$ cat src/rtl/versatile_mem_ctrl_egress_arb_pkg.sv
// Shared defines for the SDRAM-side egress arbiter and the wishbone bridge.
// Command word layout, burst encodings and arbiter FSM states.
package versatile_mem_ctrl_egress_arb_pkg;

  localparam int ADR_HI = 35;
  localparam int ADR_LO = 6;
  localparam int WE_BIT = 5;
  localparam int BTE_HI = 4;
  localparam int BTE_LO = 3;
  localparam int CTI_HI = 2;
  localparam int CTI_LO = 0;

  localparam logic [2:0] classic    = 3'b000;
  localparam logic [2:0] endofburst = 3'b111;

  localparam logic [1:0] linear_burst = 2'b00;
  localparam logic [1:0] wrap4        = 2'b01;
  localparam logic [1:0] wrap8        = 2'b10;
  localparam logic [1:0] wrap16       = 2'b11;

  typedef enum logic [2:0] {
    S_IDLE,
    S_ADR,
    S_CMD,
    S_WPOP,
    S_WDAT,
    S_RWAIT,
    S_DONE
  } state_t;

  function automatic logic [4:0] burst_len(
    input logic [2:0] cti,
    input logic [1:0] bte,
    input logic [4:0] lin
  );
    logic [4:0] len;
    len = 5'd1;
    if (cti != classic && cti != endofburst) begin
      unique case (bte)
        linear_burst: len = lin;
        wrap4:        len = 5'd4;
        wrap8:        len = 5'd8;
        default:      len = 5'd16;
      endcase
    end
    return len;
  endfunction

endpackage

$ cat src/rtl/versatile_mem_ctrl_egress_arb_rr_pick.sv
// Round-robin finder: first set request at or after ptr, one-hot grant.
// Pure combinational; ptr must be below n.
module versatile_mem_ctrl_egress_arb_rr_pick #(
  parameter int n = 3
) (
  input  logic [0:n-1] req,
  input  logic [1:0]   ptr,
  output logic [0:n-1] gnt,
  output logic [1:0]   idx,
  output logic         any
);

  int         j;
  logic [1:0] k;

  always_comb begin
    gnt = '0;
    idx = '0;
    any = 1'b0;
    j   = 0;
    k   = '0;
    for (int i = 0; i < n; i++) begin
      j = int'(ptr) + i;
      if (j >= n) j = j - n;
      k = j[1:0];
      if (!any && req[k]) begin
        any    = 1'b1;
        gnt[k] = 1'b1;
        idx    = k;
      end
    end
  end

endmodule

$ cat src/rtl/versatile_mem_ctrl_egress_arb.sv
// SDRAM-side egress arbiter: pops one command per port round-robin,
// issues the burst, streams write data or steers read data to ingress.
module versatile_mem_ctrl_egress_arb
  import versatile_mem_ctrl_egress_arb_pkg::*;
#(
  parameter int nr_of_wb_ports = 3,
  parameter int linear_len     = 8
) (
  input  logic                      sdram_clk,
  input  logic                      sdram_rst,
  input  logic [0:nr_of_wb_ports-1] sdram_fifo_empty,
  output logic [0:nr_of_wb_ports-1] sdram_fifo_rd,
  input  logic [35:0]               sdram_dat_o,
  output logic [0:nr_of_wb_ports-1] sdram_fifo_wr,
  output logic [31:0]               sdram_dat_i,
  output logic                      cmd_valid,
  input  logic                      cmd_ready,
  output logic                      cmd_we,
  output logic [29:0]               cmd_adr,
  output logic [4:0]                cmd_len,
  output logic [1:0]                cmd_bte,
  output logic                      wr_valid,
  input  logic                      wr_ready,
  output logic [31:0]               wr_dat,
  output logic [3:0]                wr_sel,
  input  logic                      rd_valid,
  input  logic [31:0]               rd_dat
);

  localparam logic [4:0] lin_len  = 5'(linear_len);
  localparam logic [1:0] last_prt = 2'(nr_of_wb_ports - 1);

  state_t state, state_nxt;

  logic [1:0]  ptr;
  logic [1:0]  port;
  logic [4:0]  cnt;
  logic        wdat_first;
  logic [31:0] wdat_q;
  logic [3:0]  wsel_q;
  logic [4:0]  len_nxt;

  logic [0:nr_of_wb_ports-1] pick_gnt;
  logic [1:0]                pick_idx;
  logic                      pick_any;
  logic [0:nr_of_wb_ports-1] port_oh;
  logic                      port_empty;

  versatile_mem_ctrl_egress_arb_rr_pick #(
    .n(nr_of_wb_ports)
  ) u_rr_pick (
    .req(~sdram_fifo_empty),
    .ptr(ptr),
    .gnt(pick_gnt),
    .idx(pick_idx),
    .any(pick_any)
  );

  always_comb begin
    port_oh       = '0;
    port_oh[port] = 1'b1;
  end

  assign port_empty = sdram_fifo_empty[port];
  assign len_nxt    = burst_len(sdram_dat_o[CTI_HI:CTI_LO],
                                sdram_dat_o[BTE_HI:BTE_LO], lin_len);

  // First WDAT cycle forwards the RAM output; later cycles hold the copy.
  assign wr_dat = wdat_first ? sdram_dat_o[35:4] : wdat_q;
  assign wr_sel = wdat_first ? sdram_dat_o[3:0]  : wsel_q;

  always_ff @(posedge sdram_clk or posedge sdram_rst) begin
    if (sdram_rst) state <= S_IDLE;
    else           state <= state_nxt;
  end

  always_comb begin
    state_nxt     = state;
    sdram_fifo_rd = '0;
    sdram_fifo_wr = '0;
    sdram_dat_i   = '0;
    cmd_valid     = 1'b0;
    wr_valid      = 1'b0;
    if (!sdram_rst) begin
      unique case (state)
        S_IDLE: begin
          if (pick_any) begin
            sdram_fifo_rd = pick_gnt;
            state_nxt     = S_ADR;
          end
        end
        S_ADR: state_nxt = S_CMD;
        S_CMD: begin
          cmd_valid = 1'b1;
          if (cmd_ready) state_nxt = cmd_we ? S_WPOP : S_RWAIT;
        end
        S_WPOP: begin
          if (!port_empty) begin
            sdram_fifo_rd = port_oh;
            state_nxt     = S_WDAT;
          end
        end
        S_WDAT: begin
          wr_valid = 1'b1;
          if (wr_ready) state_nxt = (cnt == 5'd1) ? S_DONE : S_WPOP;
        end
        S_RWAIT: begin
          if (rd_valid) begin
            sdram_fifo_wr = port_oh;
            sdram_dat_i   = rd_dat;
            if (cnt == 5'd1) state_nxt = S_DONE;
          end
        end
        S_DONE:  state_nxt = S_IDLE;
        default: state_nxt = S_IDLE;
      endcase
    end
  end

  always_ff @(posedge sdram_clk or posedge sdram_rst) begin
    if (sdram_rst) begin
      ptr        <= '0;
      port       <= '0;
      cnt        <= '0;
      cmd_we     <= 1'b0;
      cmd_adr    <= '0;
      cmd_len    <= '0;
      cmd_bte    <= '0;
      wdat_first <= 1'b0;
      wdat_q     <= '0;
      wsel_q     <= '0;
    end else begin
      unique case (state)
        S_IDLE: if (pick_any) port <= pick_idx;
        S_ADR: begin
          cmd_adr <= sdram_dat_o[ADR_HI:ADR_LO];
          cmd_we  <= sdram_dat_o[WE_BIT];
          cmd_bte <= sdram_dat_o[BTE_HI:BTE_LO];
          cmd_len <= len_nxt;
          cnt     <= len_nxt;
        end
        S_WPOP: wdat_first <= !port_empty;
        S_WDAT: begin
          if (wdat_first) begin
            wdat_q <= sdram_dat_o[35:4];
            wsel_q <= sdram_dat_o[3:0];
          end
          wdat_first <= 1'b0;
          if (wr_ready) cnt <= cnt - 5'd1;
        end
        S_RWAIT: if (rd_valid) cnt <= cnt - 5'd1;
        S_DONE:  ptr <= (port == last_prt) ? 2'd0 : port + 2'd1;
        default: ;
      endcase
    end
  end

endmodule

$ cat config.mk
export PLATFORM = sky130hd
export DESIGN_NAME = versatile_mem_ctrl_egress_arb
export DESIGN_NICKNAME = d
export VERILOG_FILES = /design/src/rtl/versatile_mem_ctrl_egress_arb_pkg.sv /design/src/rtl/versatile_mem_ctrl_egress_arb_rr_pick.sv /design/src/rtl/versatile_mem_ctrl_egress_arb.sv
export SDC_FILE = /design/constraint.sdc
export NUM_CORES = 1
export LEC_CHECK = 0
export ABC_AREA = 1
export BUFFER_PORTS_ARGS = -buffer_cell sky130_fd_sc_hd__buf_4
export CAP_MARGIN = 5
export CORE_UTILIZATION = 49
export CTS_CLUSTER_DIAMETER = 50
export DETAILED_ROUTE_END_ITERATION = 8
export GPL_TIMING_DRIVEN = 0
export PLACE_DENSITY_LB_ADDON = 0.12
export SETUP_SLACK_MARGIN = 0.3
export SYNTH_ARGS = -nofsm -noshare
export SYNTH_HDL_FRONTEND = slang
export SYNTH_HIERARCHICAL = 1
export SYNTH_SLANG_ARGS = --single-unit
$ cat constraint.sdc
create_clock -name sdram_clk -period 4.7 [get_ports sdram_clk]
set_input_delay 0.47 -clock sdram_clk [delete_from_list [all_inputs] [get_ports sdram_clk]]
set_output_delay 0.47 -clock sdram_clk [all_outputs]
set_load 0.1 [all_outputs]
==> metrics.txt, run 1 <==
outcome=complete, no violations; postcts setup bufs=0; ys flop type=dfrtp_1; worst stage delay on the critical path=0.42 ns; CP Cell Sequence=inv_1, ha_1, inv_2, nand2_2, nand3_2, nand2_2, inv_2, nand4_1, nand3_1, inv_1, nand2_1, a21oi_1, buf_4; Setup violations, final=0; kind of critical path=reg -> out; worst endpoint required time=4.23 ns; Post-Syn Area=0.00470 mm2; die width=100 um; vias in the first global route=4638; hold_buf cts=0; fraction of registers with async set/reset=100%; CP max-delay cell=ha_1; crit path time final=3.06 ns; grt ovf=0; root buf cell=clkbuf_8; CTS max path bufs=2; first-pass GRT wire length=22000 um; post-DP HPWL=10500 um; register area share after synthesis=45.8%; Min-Delay Path Class=in -> async; ranking of synthesized cells by area=dfrtp_1 (46%), nand2_1 (22%), o21ai_0 (8.6%); IO Port Bufs=188; crit end category=primary output; Critical Path AT=2.59 ns; final wirelength=13700 um; layout cell share with drive strength beyond 1=28.1%; core outline area=0.00928 mm2; Mapped Cells=667; Max FO, Critical Path=6; DRC viols=0; most common cell after layout, fill and taps aside=nand2_1; Worst setup SP type=flop; TritonRoute pass-1 iters=5; Yosys warnings=6; # diodes=0; initial drt markers=325; initial core utilization=50.6%; Tcrit/Tclk final=65.1%; Clock Skew=0.0129 ns; PnR worst setup slack=1.64 ns; CTS tree=yes; P&R area growth vs syn=39.0%; CTS sink count=86; Via density=4.99; Syn Area/Cell=7.05 um2; final net count=950; post-CTS resize count=0; initial antenna violation count=0; Die Area=0.00999 mm2; Synth area leader=dfrtp_1; CTS Buf Count=9; Total GRT Usage=27.8%; placed cell count=986; pre-CTS setup slack=2.01 ns; Post-Syn Nets=749; RSZ-0062 raised after global routing=no; Synth Register Bits=86; CTS H-tree lvls=3; share of the synthesized area in the top cell type=45.8%; Slew Limit Fails=0; Post-synth EDFFs=0; Site Rows=35; Reg2Reg Setup Slack=2.67 ns; Avg WL per Cell=13.7 um; die height=100 um; io pins=190; library cells used by synthesis=30; max cap viols=0; GP Congestion=0.980; clk_lat worst skew=0.35 ns; ANT nets after route=0; Fin Setup TNS=0 ns; via count=5000; largest net degree at the start of global routing=43; Worst-path clk slew=0.09 ns; fmax=327 MHz; Post-Layout Cell Count=1002; commonest non-fill, non-tap cells in the layout=nand2_1 (276), buf_4 (189), dfrtp_1 (86); Fin. Hold Viols=0
[synthesized netlist by cell type (2+ instances only)]
cell and number:
ha_1 6, o21ai_0 81, clkbuf_1 18, nand3b_1 2, dfrtp_1 86, inv_1 71
nor2_1 46, a21oi_1 5, o21ai_1 5, buf_2 11, nand3_2 4, inv_2 7
nor3_4 2, nand4_1 8, nor3_1 3, nand2_1 276, nand3_1 20, nand2_2 3
nor2_4 2
[state kept, by name, summed over array words and instances, names as in the netlist]
signal and count:
ptr 2, wdat_first 1, port 2, cmd_adr 30, wsel_q 4, state 3, cmd_we 1, cmd_len 4
cnt 5, cmd_bte 2, wdat_q 32
[cells by family (layout without fill, tap and decap cells)]
group,after synthesis,after routing,synth area share [%]
and+or+nand+nor,371,371,33.0
buffers and inverters,108,314,8.99
AOI/OAI and AO/OA,94,94,10.4
DFF,86,86,45.8
adders and majority gates,6,6,1.60
other,1,1,0.0798
xor gates and xnor gates,1,1,0.186
[final timing paths]
path / from / end / cells past startpoint
max: ptr[0] / sdram_fifo_rd[1] / 13
min: sdram_rst / port[0] / 2
max reg2reg: ptr[0] / state[1] / 14
min reg2reg: cmd_adr[9] / cmd_adr[9] / 2
max in group asynchronous: sdram_rst / wdat_q[29] / 4
min in group sdram_clk: sdram_dat_o[24] / cmd_adr[18] / 3
[layer usage]
| metal | GRT usage [%] | share of wire (%) |
|---|---|---|
| met1 | 32.3 | 39 |
| met2 | 49.3 | 50 |
| met3 | 5.92 | 7.6 |
| met4 | 12.9 | 3.9 |
| met5 | 0 | 0 |
[per-stage QoR]
step	utilization, %	hold slack [ns]	cell area, um2
2_1_floorplan	-	0.470	4730
5_1_grt	70.4	0.143	6540
4_1_cts	70.4	0.125	6540
3_3_place_gp	67.9	0.455	6300
3_5_place_dp	68.3	0.461	6340
6_report	70.4	0.128	6540
[worst max-delay path: cells and delay by family, from the launching register on]
| family | cells | cell delay (ns) |
|---|---|---|
| adder cells (fa/ha/maj) | 1 | 0.42 |
| flip-flops | 1 | 0.41 |
| AND/OR/NAND/NOR | 6 | 0.55 |
| buffers and inverters | 5 | 0.70 |
| AO/OA/AOI/OAI | 1 | 0.18 |
[cell type report]
class	count	area, um2
flip-flops and latches	86	2150
inverters	78	297
multi-input cells	473	2150
well taps	129	161
plain buffers	30	130
clock inverters	6	68.8
fillers	788	2750
clock buffers	10	128
repair buffers	190	1450
Power of run 1 is left out: the tool's default activity adds up to more than one toggle a clock period on the data nets, which glitch-free logic cannot reach.
==> run 2, diff against run 1 <==
--- a/config.mk
+++ b/config.mk
@@ -5,10 +5,10 @@
 export SDC_FILE = /design/constraint.sdc
 export NUM_CORES = 1
 export LEC_CHECK = 0
-export ABC_AREA = 1
+export ABC_AREA = 0
 export BUFFER_PORTS_ARGS = -buffer_cell sky130_fd_sc_hd__buf_4
 export CAP_MARGIN = 5
-export CORE_UTILIZATION = 49
+export CORE_UTILIZATION = 44
 export CTS_CLUSTER_DIAMETER = 50
 export DETAILED_ROUTE_END_ITERATION = 8
 export GPL_TIMING_DRIVEN = 0
==> constraint.sdc (replaced) <==
create_clock -name sdram_clk -period 2.5 [get_ports sdram_clk]
set_input_delay 0.25 -clock sdram_clk [delete_from_list [all_inputs] [get_ports sdram_clk]]
set_output_delay 0.25 -clock sdram_clk [all_outputs]
set_load 0.1 [all_outputs]
==> metrics.txt, run 2 <==
Fin Setup TNS=-1.10 ns; RSZ-0062 raised after global routing=yes; commonest non-fill, non-tap cells in the layout=buf_4 (171), nand2_1 (114), dfrtp_1 (82); post-route cell area=0.00732 mm2; ranking of synthesized cells by area=dfrtp_1 (45%), mux2_2 (12%), nand2_1 (9.0%); initial drt markers=185; fmax=362 MHz; root buf cell=clkbuf_8; Top delay family on crit path=compound AO/OA/AOI/OAI gates; DP Area=0.00647 mm2; Reg2Reg Setup Slack=-0.23 ns; ys flop type=dfrtp_1; most common cell after layout, fill and taps aside=buf_4; Hold Path Depth=3; # diodes=0; final net count=788; Via density=5.19; Clock Skew=0.00941 ns; Setup violations, final=5; kind of critical path=reg -> out; initial antenna violation count=0; io pins=190; Post-Syn Nets=563; Post-synth EDFFs=0; fraction of registers with async set/reset=100%; Mapped Cells=481; register area share after synthesis=45.2%; largest net degree at the start of global routing=43; crit path time final=2.76 ns; # fillers=790; die width=106 um; final wirelength=13600 um; Worst Tran Pin Value=0.609 ns; max FFs per register=32; failing checks=negative setup slack; core outline area=0.0104 mm2; CP Depth=13; initial core utilization=45.7%; Slew Limit Fails=0; Site Rows=37; Critical path origin=ptr[0]; post-DP HPWL=9450 um; share of the synthesized area in the top cell type=45.2%; Worst-path clk slew=0.09 ns; Worst setup SP type=flop; CP bufs+invs=4; biggest regs=wdat_q x32, cmd_adr x30, cnt x5; worst reg2reg startpoint=ptr[1]; Critical path destination=sdram_fifo_rd[2]; library cells used by synthesis=62; IO Port Bufs=187; Fin. Hold Viols=0; Tcrit/Tclk final=111%; GP Congestion=0.837; Synth area leader=dfrtp_1; die height=106 um; worst stage delay on the critical path=0.45 ns; synth cell count leaders=nand2_1 (114), dfrtp_1 (86), mux2_2 (51); CTS sink count=86; grt ovf=0; worst endpoint required time=2.25 ns; Synth Register Bits=86; slew margin rel.=59.4%; Avg WL per Cell=16.1 um; CTS Buf Count=9; outcome=complete, but fails checks; vias in the first global route=4396; Critical Path AT=2.51 ns; Yosys warnings=6; DRC viols=0; layout cell share with drive strength beyond 1=48.9%; P&R area growth vs syn=53.6%; via count=4391; Post-Syn Area=0.00476 mm2; Max FO, Critical Path=4; max cap viols=0; Total GRT Usage=24.3%; TritonRoute pass-1 iters=4; most numerous cell in the Yosys netlist=nand2_1; CP max-delay cell=dfrtp_2; CTS max path bufs=2; Syn Area/Cell=9.91 um2; PnR worst setup slack=-0.263 ns; CP Cell Sequence=inv_2, ha_4, clkbuf_8, a21boi_2, a221o_1, o21ai_2, nand2_1, nor2b_4, and3_4, buf_8, a22oi_2, nor2_4, buf_12; Die Area=0.0112 mm2; first-pass GRT wire length=21500 um; clk_lat worst skew=0.34 ns; Min-Delay Path Class=in -> reg; R2R depth=18; crit end category=primary output; CTS H-tree lvls=3; CTS tree=yes; Largest Register=wdat_q; ANT nets after route=0; reg2reg end=state[2]
[run 2: cell count changes after synthesis, sizes merged, moves of 8 or more]
cell and delta:
nand2 -166, o21ai -78, mux2 +77, inv -63, and2 +36, nor2 -34
nand3 -22, a21oi +8, buf +8
[run 2: worst min-delay path by stage]
stage                    start  slack (ns)          end
2_1_floorplan   sdram_dat_o[3]        0.34   cmd_len[3]
3_3_place_gp   sdram_dat_o[20]        0.45  cmd_adr[14]
3_5_place_dp         sdram_rst        0.24  cmd_adr[27]
4_1_cts        sdram_dat_o[27]        0.08  cmd_adr[21]
5_1_grt        sdram_dat_o[27]        0.09  cmd_adr[21]
6_report       sdram_dat_o[34]         0.1  cmd_adr[28]
[run 2: final cells by class]
type / instances / area, um2 / share of cell area [%]
Inverter: 15 / 60.1 / 0.821
Sequential cell: 86 / 2160 / 29.5
Clock inverter: 4 / 25.0 / 0.342
Clock buffer: 11 / 131 / 1.80
Timing Repair Buffer: 214 / 1960 / 26.8
Multi-Input combinational cell: 348 / 2580 / 35.3
Buffer: 32 / 231 / 3.16
Tap cell: 136 / 170 / 2.33
[run 2: metrics by stage]
stage                     setup slack, ns  hold WS, ns  std cells  utilization (%)
after CTS                          -0.282       0.0812        845             68.3
after detailed placement           -0.299        0.244        806             62.1
after global placement             -0.629        0.448        804             61.7
after floorplan                    0.0675        0.341        481                -
after global routing               -0.369       0.0891        846             70.3
final                              -0.263       0.0988        846             70.3
[run 2: kinds of logic (layout without fill, tap and decap cells)]
| group | after synthesis | after routing | synth area share [%] |
|---|---|---|---|
| fa+ha+maj | 6 | 6 | 1.58 |
| compound gates | 55 | 55 | 8.32 |
| flops | 86 | 86 | 45.2 |
| mux | 80 | 80 | 18.9 |
| buf+inv | 47 | 276 | 4.46 |
| simple gates | 205 | 205 | 21.3 |
| other cells | 1 | 1 | 0.0787 |
| xor+xnor | 1 | 1 | 0.184 |
[run 2: worst min-delay path: stages]
cell,delay [ns]
buf_4,0.08
nand2_1,0.04
nand2_1,0.05
[run 2: layer usage]
layer	track usage [%]	wire, um	vias up
li1	-	-	2078
met1	28.0	5350	2114
met2	44.5	7040	183
met3	6.38	1030	16
met4	6.25	186	0
met5	0	0	-
[run 2: timing repair]
action                                 in CTS  in global routing
setup buffers                              23                  1
resized for setup                          81                 54
hold buffers                                1                  0
endpoints found under the hold margin       4                  0
setup endpoints to repair                  42                 60
pin swaps                                  15                  9
Power of run 2 is left out for the same reason.
